===== config.mk =====
export PLATFORM = sky130hd
export DESIGN_NAME = uart_rx_fifo
export DESIGN_NICKNAME = d
export VERILOG_FILES = /design/src/rtl/uart_rx_fifo.sv
export SDC_FILE = /design/constraint.sdc
export NUM_CORES = 1
export LEC_CHECK = 0
export CORE_AREA = 2 2 118 120
export CTS_CLUSTER_DIAMETER = 100
export DETAILED_ROUTE_END_ITERATION = 16
export DIE_AREA = 0 0 120 122
export HOLD_SLACK_MARGIN = 0.1
export PLACE_DENSITY_LB_ADDON = 0.05
export SYNTH_ARGS = -nofsm -noshare
export SYNTH_HDL_FRONTEND = slang
export SYNTH_SLANG_ARGS = --single-unit

===== constraint.sdc =====
create_clock -name clk -period 3.1 [get_ports clk]
set_input_delay 0.62 -clock clk [delete_from_list [all_inputs] [get_ports clk]]
set_output_delay 0.62 -clock clk [all_outputs]
set_load 0.01 [all_outputs]

===== src/rtl/uart_rx_fifo.sv =====
// Receive-side FWFT FIFO sitting behind the UART receiver.
// Registered level/threshold flags plus a sticky overflow flag; single clock domain.
module uart_rx_fifo #(
  parameter int unsigned DATA_SIZE  = 8,
  parameter int unsigned ADDR_WIDTH = 4,
  parameter int unsigned AF_LEVEL   = 12
) (
  input  logic                  clk,
  input  logic                  reset,
  input  logic                  wr,
  input  logic [DATA_SIZE-1:0]  w_data,
  input  logic                  rd,
  output logic [DATA_SIZE-1:0]  r_data,
  output logic                  empty,
  output logic                  full,
  output logic                  almost_full,
  output logic [ADDR_WIDTH:0]   count,
  output logic                  overflow,
  input  logic                  clr_overflow
);

  localparam int unsigned DEPTH = 2 ** ADDR_WIDTH;
  localparam int unsigned PW    = ADDR_WIDTH + 1;

  logic [DATA_SIZE-1:0] mem_q [DEPTH];

  logic [PW-1:0] wr_ptr_q, wr_ptr_d;
  logic [PW-1:0] rd_ptr_q, rd_ptr_d;
  logic [PW-1:0] count_q,  count_d;
  logic          empty_q,  empty_d;
  logic          full_q,   full_d;
  logic          af_q,     af_d;
  logic          ovf_q,    ovf_d;
  logic          do_wr,    do_rd;

  // Accept decisions use the registered flags only, so no rd/wr -> flag comb path.
  always_comb begin
    do_wr    = wr & (~full_q | rd);
    do_rd    = rd & ~empty_q;
    wr_ptr_d = wr_ptr_q + PW'(do_wr);
    rd_ptr_d = rd_ptr_q + PW'(do_rd);
    count_d  = wr_ptr_d - rd_ptr_d;
    empty_d  = (wr_ptr_d == rd_ptr_d);
    full_d   = (wr_ptr_d[ADDR_WIDTH-1:0] == rd_ptr_d[ADDR_WIDTH-1:0]) &&
               (wr_ptr_d[ADDR_WIDTH] != rd_ptr_d[ADDR_WIDTH]);
    af_d     = (count_d >= PW'(AF_LEVEL));
    ovf_d    = ovf_q;
    if (wr && full_q && !rd) begin
      ovf_d = 1'b1;
    end else if (clr_overflow) begin
      ovf_d = 1'b0;
    end
  end

  always_ff @(posedge clk) begin
    if (reset) begin
      wr_ptr_q <= '0;
      rd_ptr_q <= '0;
      count_q  <= '0;
      empty_q  <= 1'b1;
      full_q   <= 1'b0;
      af_q     <= 1'b0;
      ovf_q    <= 1'b0;
    end else begin
      wr_ptr_q <= wr_ptr_d;
      rd_ptr_q <= rd_ptr_d;
      count_q  <= count_d;
      empty_q  <= empty_d;
      full_q   <= full_d;
      af_q     <= af_d;
      ovf_q    <= ovf_d;
    end
  end

  // Storage is deliberately left uncleared by reset.
  always_ff @(posedge clk) begin
    if (do_wr && !reset) begin
      mem_q[wr_ptr_q[ADDR_WIDTH-1:0]] <= w_data;
    end
  end

  assign r_data      = mem_q[rd_ptr_q[ADDR_WIDTH-1:0]];
  assign empty       = empty_q;
  assign full        = full_q;
  assign almost_full = af_q;
  assign count       = count_q;
  assign overflow    = ovf_q;

endmodule


==> results.rst, run 1 <==
.. list-table::
   :header-rows: 1

   * - Metric
     - Value
   * - Max-capacitance violation count
     - 0
   * - Number of cells on the worst reg-to-reg path
     - 9
   * - Status
     - complete, no violations
   * - Area of the die
     - 14,640 sq um
   * - RSZ-0062 raised after global routing
     - no
   * - Final Skew
     - 0.007587 ns
   * - Final hold violations
     - 0
   * - Cell depth of the worst setup path
     - 4
   * - Share of post-route cells with drive strength above 1
     - 0.2270
   * - Horizontal die dimension
     - 120 um
   * - Post-Synthesis Cells
     - 283
   * - Post-synthesis async set-or-reset flop share
     - 0
   * - Type of destination of the critical path
     - output port
   * - Minimum period implied by the final worst setup slack
     - 3.024 ns
   * - Gp weighted congestion
     - 0.7291
   * - Post-route cell area
     - 7162 sq um
   * - Average via count per standard cell
     - 5.178
   * - Starting DRT DRC Count
     - 203
   * - Proportion of netlist area held by the largest area contributor
     - 0.6566
   * - Wire length of the first global-routing pass
     - 18,080 um
   * - Hold-fix buffer count after cts
     - 0
   * - Clk sinks
     - 147
   * - Final core area utilization
     - 0.5303
   * - Area growth, synth to finish
     - 22.33%
   * - Remaining antenna violation count
     - 0
   * - Path type of the worst min-delay path
     - flip-flop to flip-flop
   * - DRC violations left
     - 0
   * - Post-CTS clock slew at the launch and capture registers of the worst setup and hold paths
     - 0.05 ns
   * - CP max stage delay
     - 0.61 ns
   * - Boundary Pins
     - 30
   * - Via count
     - 2,848
   * - Post-synthesis average cell area
     - 20.69 sq um
   * - Max Fclk
     - 0.3307 GHz
   * - Final #Nets
     - 379
   * - Vias in the first global route
     - 3,002
   * - TritonCTS clock tree
     - yes
   * - Cell family with the largest share of critical-path delay
     - multiplexers
   * - Root Buffer Master
     - sky130_fd_sc_hd__clkbuf_16
   * - Arrival time of the worst setup path
     - 2.40 ns
   * - Quantity of I/O buffers inserted on ports
     - 29
   * - Crit path max-delay cell type
     - sky130_fd_sc_hd__mux4_1
   * - Pin slew with the least headroom to its limit
     - 0.5641 ns
   * - Largest cells by area after synthesis
     - sky130_fd_sc_hd__edfxtp_1, sky130_fd_sc_hd__mux4_1, sky130_fd_sc_hd__dfxtp_1
   * - Peak ir drop on the vdd network
     - 0.3373 mV
   * - Clock buffer depth
     - 2
   * - Most common flop cell mapped by yosys
     - sky130_fd_sc_hd__edfxtp_1
   * - Leakage
     - 2.405 nW
   * - Cell Chain, Critical Path
     - buf_12 -> mux4_1 -> mux4_2 -> dlygate4sd2_1
   * - Post-synth EDFFs
     - 128
   * - Post-detailed-placement half-perimeter wirelength
     - 7505 um
   * - Worst Setup Path Type
     - flip-flop to output port
   * - Count of unique library cells instantiated by Yosys
     - 31
   * - FP Rows
     - 43
   * - Count of final setup violators
     - 0
   * - Largest area contributor in the synthesized netlist
     - sky130_fd_sc_hd__edfxtp_1
   * - Number of fill cells
     - 1,098
   * - Power per Cell Area
     - 636.3 nW/um^2
   * - Total clock buffers created by CTS
     - 17
   * - Ratio of final minimum period to clock period
     - 0.9755
   * - Normalized max-slew margin
     - 0.6228
   * - Final global-route overflow total
     - 0
   * - Worst Hold Depth
     - 2
   * - Initial antenna violation count
     - 0
   * - Register bit total from synthesis
     - 147
   * - Startpoint kind of the worst setup timing path
     - flip-flop
   * - Antenna cells
     - 0
   * - Combined buffer and inverter count along the critical path
     - 2
   * - Standard cell area after detailed placement
     - 6603 sq um
   * - Yosys warnings
     - 0
   * - Effective utilization at floorplan
     - 0.4335
   * - Total negative setup slack
     - 0 ns
   * - Required time of the critical path
     - 2.48 ns
   * - Die height
     - 122 um
   * - Worst-path maximum fanout
     - 11
   * - Overall Global Routing Usage
     - 0.1759
   * - Worst hold margin
     - 0.4783 ns
   * - Sequential fraction of the synthesis area
     - 0.7215
   * - Cell area after synthesis
     - 5854 sq um
   * - Max-slew violations
     - 0
   * - Wire length after detailed routing
     - 11,540 um
   * - Final routed wire length divided by cell count
     - 20.99 um
   * - Clock insertion delay at the later pin of the skew report
     - 0.41 ns
   * - Total nets after synthesis
     - 304
   * - CORE AREA
     - 13,500 sq um
   * - Largest net degree at the start of global routing
     - 35
   * - First-pass DRT Iterations
     - 4
   * - Top-count cell post-synth
     - sky130_fd_sc_hd__edfxtp_1
   * - List of most frequent post-synthesis cells
     - sky130_fd_sc_hd__edfxtp_1, sky130_fd_sc_hd__mux4_1, sky130_fd_sc_hd__nor2_1
   * - Number of levels the H-tree was split into
     - 4
## cell type report
class                           count  area, sq um  area share
Tap cell                          180        225.2     0.03145
Clock inverter                     14        121.4     0.01695
Clock buffer                       17        425.4     0.05940
Sequential cell                   147         4228      0.5903
Timing Repair Buffer               68        630.6     0.08805
Inverter                            3        11.26    0.001572
Multi-Input combinational cell    121         1520      0.2123
## final timing paths
path	startpoint	to	slack (ns)
min reg2reg	overflow	overflow	0.48
max reg2reg	full	almost_full	0.54
max	rd_ptr_q[0]	r_data[5]	0.08
min	overflow	overflow	0.48
## through the flow
step / instances / setup slack [ns] / power, W
CTS: 550 / 0.006489 / 0.004605
global route: 550 / 0.006099 / 0.004733
global placement: 517 / -0.1673 / 0.002702
floorplan: 283 / 0.3286 / 0.002514
finish: 550 / 0.07597 / 0.004557
detailed placement: 517 / -0.2383 / 0.002704
## placed cells by master (no fill, tap or decap)
cell / synthesis / layout
sky130_fd_sc_hd__mux4_1: 28 / 24
sky130_fd_sc_hd__xnor2_1: 4 / 4
sky130_fd_sc_hd__a21oi_1: 3 / 3
sky130_fd_sc_hd__clkinv_2: 0 / 3
sky130_fd_sc_hd__clkinv_4: 0 / 1
sky130_fd_sc_hd__nor2_2: 1 / 1
sky130_fd_sc_hd__nand2b_1: 4 / 4
sky130_fd_sc_hd__nand3b_1: 3 / 3
sky130_fd_sc_hd__nor2_1: 22 / 22
sky130_fd_sc_hd__ha_1: 7 / 7
sky130_fd_sc_hd__nor3_1: 5 / 5
sky130_fd_sc_hd__dfxtp_4: 0 / 1
sky130_fd_sc_hd__a31o_2: 1 / 1
sky130_fd_sc_hd__clkbuf_16: 0 / 17
sky130_fd_sc_hd__nand2_1: 4 / 4
sky130_fd_sc_hd__mux4_2: 12 / 16
sky130_fd_sc_hd__buf_16: 0 / 1
sky130_fd_sc_hd__nand3_1: 5 / 5
sky130_fd_sc_hd__dfxtp_1: 19 / 18
sky130_fd_sc_hd__maj3_1: 1 / 1
sky130_fd_sc_hd__bufinv_16: 0 / 2
sky130_fd_sc_hd__o21ai_0: 1 / 1
sky130_fd_sc_hd__xor2_1: 6 / 6
sky130_fd_sc_hd__clkdlybuf4s50_1: 0 / 21
sky130_fd_sc_hd__dlygate4sd2_1: 0 / 8
sky130_fd_sc_hd__and3_1: 1 / 1
sky130_fd_sc_hd__buf_12: 0 / 3
sky130_fd_sc_hd__edfxtp_1: 128 / 128
sky130_fd_sc_hd__nor2b_1: 8 / 8
sky130_fd_sc_hd__or3_1: 1 / 1
sky130_fd_sc_hd__clkinvlp_4: 0 / 2
sky130_fd_sc_hd__buf_4: 1 / 35
sky130_fd_sc_hd__inv_1: 3 / 3
sky130_fd_sc_hd__and2_1: 1 / 1
sky130_fd_sc_hd__xor2_2: 1 / 1
sky130_fd_sc_hd__fa_1: 1 / 1
sky130_fd_sc_hd__o2bb2ai_1: 1 / 1
sky130_fd_sc_hd__clkinv_1: 0 / 6
## report_power, final
part | switching [W] | leakage [nW] | internal, W
Clock | 0.000737 | 0.263 | 0.00116
Combinational | 0.000195 | 0.833 | 0.000256
Sequential | 0.0000239 | 1.31 | 0.00219
## state kept, by name, indices dropped and copies added (netlist names)
register	cells
almost_full	1
count	5
empty	1
full	1
mem_q	128
overflow	1
rd_ptr_q	5
wr_ptr_q	5
## what timing repair did
action                     in CTS  in global routing
buffers inserted                1                  0
setup endpoints to repair       8                  2
cloned                          1                  0
resized for setup              12                  2
## kinds of logic after synthesis
logic type,share of synthesized area
fa+ha+maj,0.02009
xor+xnor,0.01774
mux,0.1718
simple gates,0.04616
compound gates,0.006411
flops,0.7215
buf+inv,0.01624
## tightest hold or removal path: stages (launching register included)
cell and delay, ns:
sky130_fd_sc_hd__dfxtp_1 0.31, sky130_fd_sc_hd__nand2b_1 0.07, sky130_fd_sc_hd__a21oi_1 0.05
## metal layers
metal | vias to the layer above | GRT usage | part of all wire
met1 | 1469 | 0.2326 | 0.47
li1 | 1310 | - | -
met3 | 15 | 0.04167 | 0.025
met5 | - | 0 | 0
met4 | 0 | 0.07206 | 0.018
met2 | 54 | 0.2827 | 0.49
Note: power is estimated with default switching activity, not from simulation.
==> run 2: changes to the inputs <==
RECOVER_POWER = 50   (was unset)
==> results.rst, run 2 (same netlist as run 1, synthesis figures left out) <==
.. list-table::
   :header-rows: 1

   * - Metric
     - Value
   * - Vias in the first global route
     - 3,002 (unchanged)
   * - First-pass DRT Iterations
     - 4 (unchanged)
   * - Destination of the worst register-to-register timing path
     - almost_full
   * - Wire length of the first global-routing pass
     - 18,080 um (unchanged)
   * - Critical R2R Launch
     - full
   * - Flip-flop count of the largest register, all copies and words added
     - 128 (unchanged)
   * - Via count
     - 2,850 (+0.070%)
   * - Number of fill cells
     - 1,098 (unchanged)
   * - Worst-path maximum fanout
     - 11 (unchanged)
   * - Most common cell after layout, fill and taps aside
     - sky130_fd_sc_hd__edfxtp_1
   * - Startpoint kind of the worst setup timing path
     - flip-flop
   * - Required time of the critical path
     - 2.48 ns (about the same)
   * - Number of levels the H-tree was split into
     - 4 (unchanged)
   * - Startpoint of the worst setup timing path
     - rd_ptr_q[0]
   * - Effective utilization at floorplan
     - 0.4335 (unchanged)
   * - Root Buffer Master
     - sky130_fd_sc_hd__clkbuf_16
   * - Status
     - complete, no violations
   * - Final routed wire length divided by cell count
     - 20.99 um (unchanged)
   * - Horizontal die dimension
     - 120 um (unchanged)
   * - Average via count per standard cell
     - 5.182 (about the same)
   * - Final Skew
     - 0.007372 ns (-0.0002152 ns)
   * - Path type of the worst min-delay path
     - flip-flop to flip-flop
   * - Overall Global Routing Usage
     - 0.1759 (unchanged)
   * - Quantity of I/O buffers inserted on ports
     - 29 (unchanged)
   * - FP Rows
     - 43 (unchanged)
   * - Minimum period implied by the final worst setup slack
     - 3.017 ns (-0.006712 ns)
   * - TritonCTS clock tree
     - yes
   * - Ratio of final minimum period to clock period
     - 0.9733 (-0.002165)
   * - Placed Instances
     - 517 (unchanged)
   * - Remaining antenna violation count
     - 0 (unchanged)
   * - RSZ-0062 raised after global routing
     - no
   * - Final #Nets
     - 379 (unchanged)
   * - Final non-filler cell total
     - 550 (unchanged)
   * - Post-detailed-placement half-perimeter wirelength
     - 7505 um (unchanged)
   * - Number of cells on the worst reg-to-reg path
     - 9 (unchanged)
   * - Final global-route overflow total
     - 0 (unchanged)
   * - Post-route cell area
     - 7151 sq um (-0.16%)
   * - CORE AREA
     - 13,500 sq um (unchanged)
   * - Max-slew violations
     - 0 (unchanged)
   * - Max Fclk
     - 0.3314 GHz (+0.22%)
   * - Leading cell types in the layout, fill and taps excluded
     - sky130_fd_sc_hd__edfxtp_1, sky130_fd_sc_hd__buf_4, sky130_fd_sc_hd__mux4_1
   * - Starting DRT DRC Count
     - 203 (unchanged)
   * - Worst Setup EP
     - r_data[5]
   * - Count of final setup violators
     - 0 (unchanged)
   * - DRC violations left
     - 0 (unchanged)
   * - Clk sinks
     - 147 (unchanged)
   * - Largest net degree at the start of global routing
     - 35 (unchanged)
   * - Total negative setup slack
     - 0 ns (unchanged)
   * - Pin slew with the least headroom to its limit
     - 0.5705 ns (+0.006403 ns)
   * - Final hold violations
     - 0 (unchanged)
   * - Standard cell area after detailed placement
     - 6603 sq um (unchanged)
   * - Worst hold margin
     - 0.4781 ns (-0.0001500 ns)
   * - Gp weighted congestion
     - 0.7291 (unchanged)
   * - Die height
     - 122 um (unchanged)
   * - Initial antenna violation count
     - 1 (+1)
   * - Post-CTS clock slew at the launch and capture registers of the worst setup and hold paths
     - 0.05 ns (about the same)
   * - Worst Setup Path Type
     - flip-flop to output port
   * - Arrival time of the worst setup path
     - 2.40 ns (about the same)
   * - Clock buffer depth
     - 2 (unchanged)
   * - Setup slack, reg-to-reg
     - 0.53 ns (about the same)
   * - Type of destination of the critical path
     - output port
   * - Leakage
     - 2.397 nW (-0.33%)
   * - Wire length after detailed routing
     - 11,540 um (unchanged)
   * - Clock insertion delay at the later pin of the skew report
     - 0.41 ns (about the same)
   * - Antenna cells
     - 0 (unchanged)
   * - Boundary Pins
     - 30 (unchanged)
   * - Area growth, synth to finish
     - 22.14%
   * - Final core area utilization
     - 0.5295 (-0.0008340)
   * - Area of the die
     - 14,640 sq um (unchanged)
   * - Max-capacitance violation count
     - 0 (unchanged)
   * - Peak ir drop on the vdd network
     - 0.3337 mV (-1.1%)
   * - Total clock buffers created by CTS
     - 17 (unchanged)
   * - Power per Cell Area
     - 636.2 nW/um^2 (about the same)
   * - Normalized max-slew margin
     - 0.6184 (-0.004345)
   * - Hold-fix buffer count after cts
     - 0 (unchanged)
   * - Share of post-route cells with drive strength above 1
     - 0.2189 (-0.008108)
-- run 2: cell types whose count changed in the layout (fill, tap and decap cells not counted) --
cell	before	now
sky130_fd_sc_hd__clkdlybuf4s50_1	21	12
sky130_fd_sc_hd__and2_0	0	1
sky130_fd_sc_hd__clkbuf_1	0	3
sky130_fd_sc_hd__dlygate4sd3_1	0	9
sky130_fd_sc_hd__buf_4	35	30
sky130_fd_sc_hd__and2_1	1	0
sky130_fd_sc_hd__clkbuf_4	0	2
-- run 2: worst min-delay path by stage --
stage                      startpoint          end  cells past startpoint
after floorplan           wr_ptr_q[4]  wr_ptr_q[4]                      2
after CTS                    overflow     overflow                      2
after detailed placement     overflow     overflow                      2
final                        overflow     overflow                      2
after global placement       overflow     overflow                      2
after global routing         overflow     overflow                      2
-- run 2: layout make-up --
class,count,area [sq um],area share
well taps,180,225.2,0.03150
clock inverters,14,121.4,0.01697
inverters,3,11.26,0.001575
clock buffers,17,425.4,0.05949
repair buffers,68,619.3,0.08661
multi-input cells,121,1520,0.2126
flip-flops and latches,147,4228,0.5913
-- run 2: power by group --
group	total (W)	switching (W)	internal, W
combinational	0.000447	0.000196	0.000252
clock	0.00189	0.000733	0.00116
sequential	0.00221	0.0000237	0.00219
total	0.00455	0.000952	0.00360
-- run 2: worst max-delay path, cell delays in order, from the launching register on --
cell and delay [ns]:
sky130_fd_sc_hd__dfxtp_4 0.43, sky130_fd_sc_hd__buf_12 0.18, sky130_fd_sc_hd__mux4_1 0.61, sky130_fd_sc_hd__mux4_2 0.48, sky130_fd_sc_hd__dlygate4sd2_1 0.29
-- run 2: stage by stage --
step           total power (W)  worst slack (ns)
2_1_floorplan         0.002514            0.3286
4_1_cts               0.004605          0.006489
3_3_place_gp          0.002702           -0.1673
5_1_grt               0.004728          0.006099
6_report              0.004549           0.08268
3_5_place_dp          0.002704           -0.2383
-- run 2: timing repair --
item                                   CTS  global route
pin swaps                                0             0
resized for setup                       12             2
buffers inserted                         1             0
endpoints found under the hold margin    0             0
setup endpoints to repair                8             2
gates cloned                             1             0
-- run 2: layer usage --
layer  vias up  routed length, um  share of wire  track usage
li1       1308                  -              -            -
met4         2                158          0.014      0.07206
met2        47               5723           0.50       0.2827
met5         -                 16         0.0014            0
met1      1480               5379           0.47       0.2326
met3        13                264          0.023      0.04167
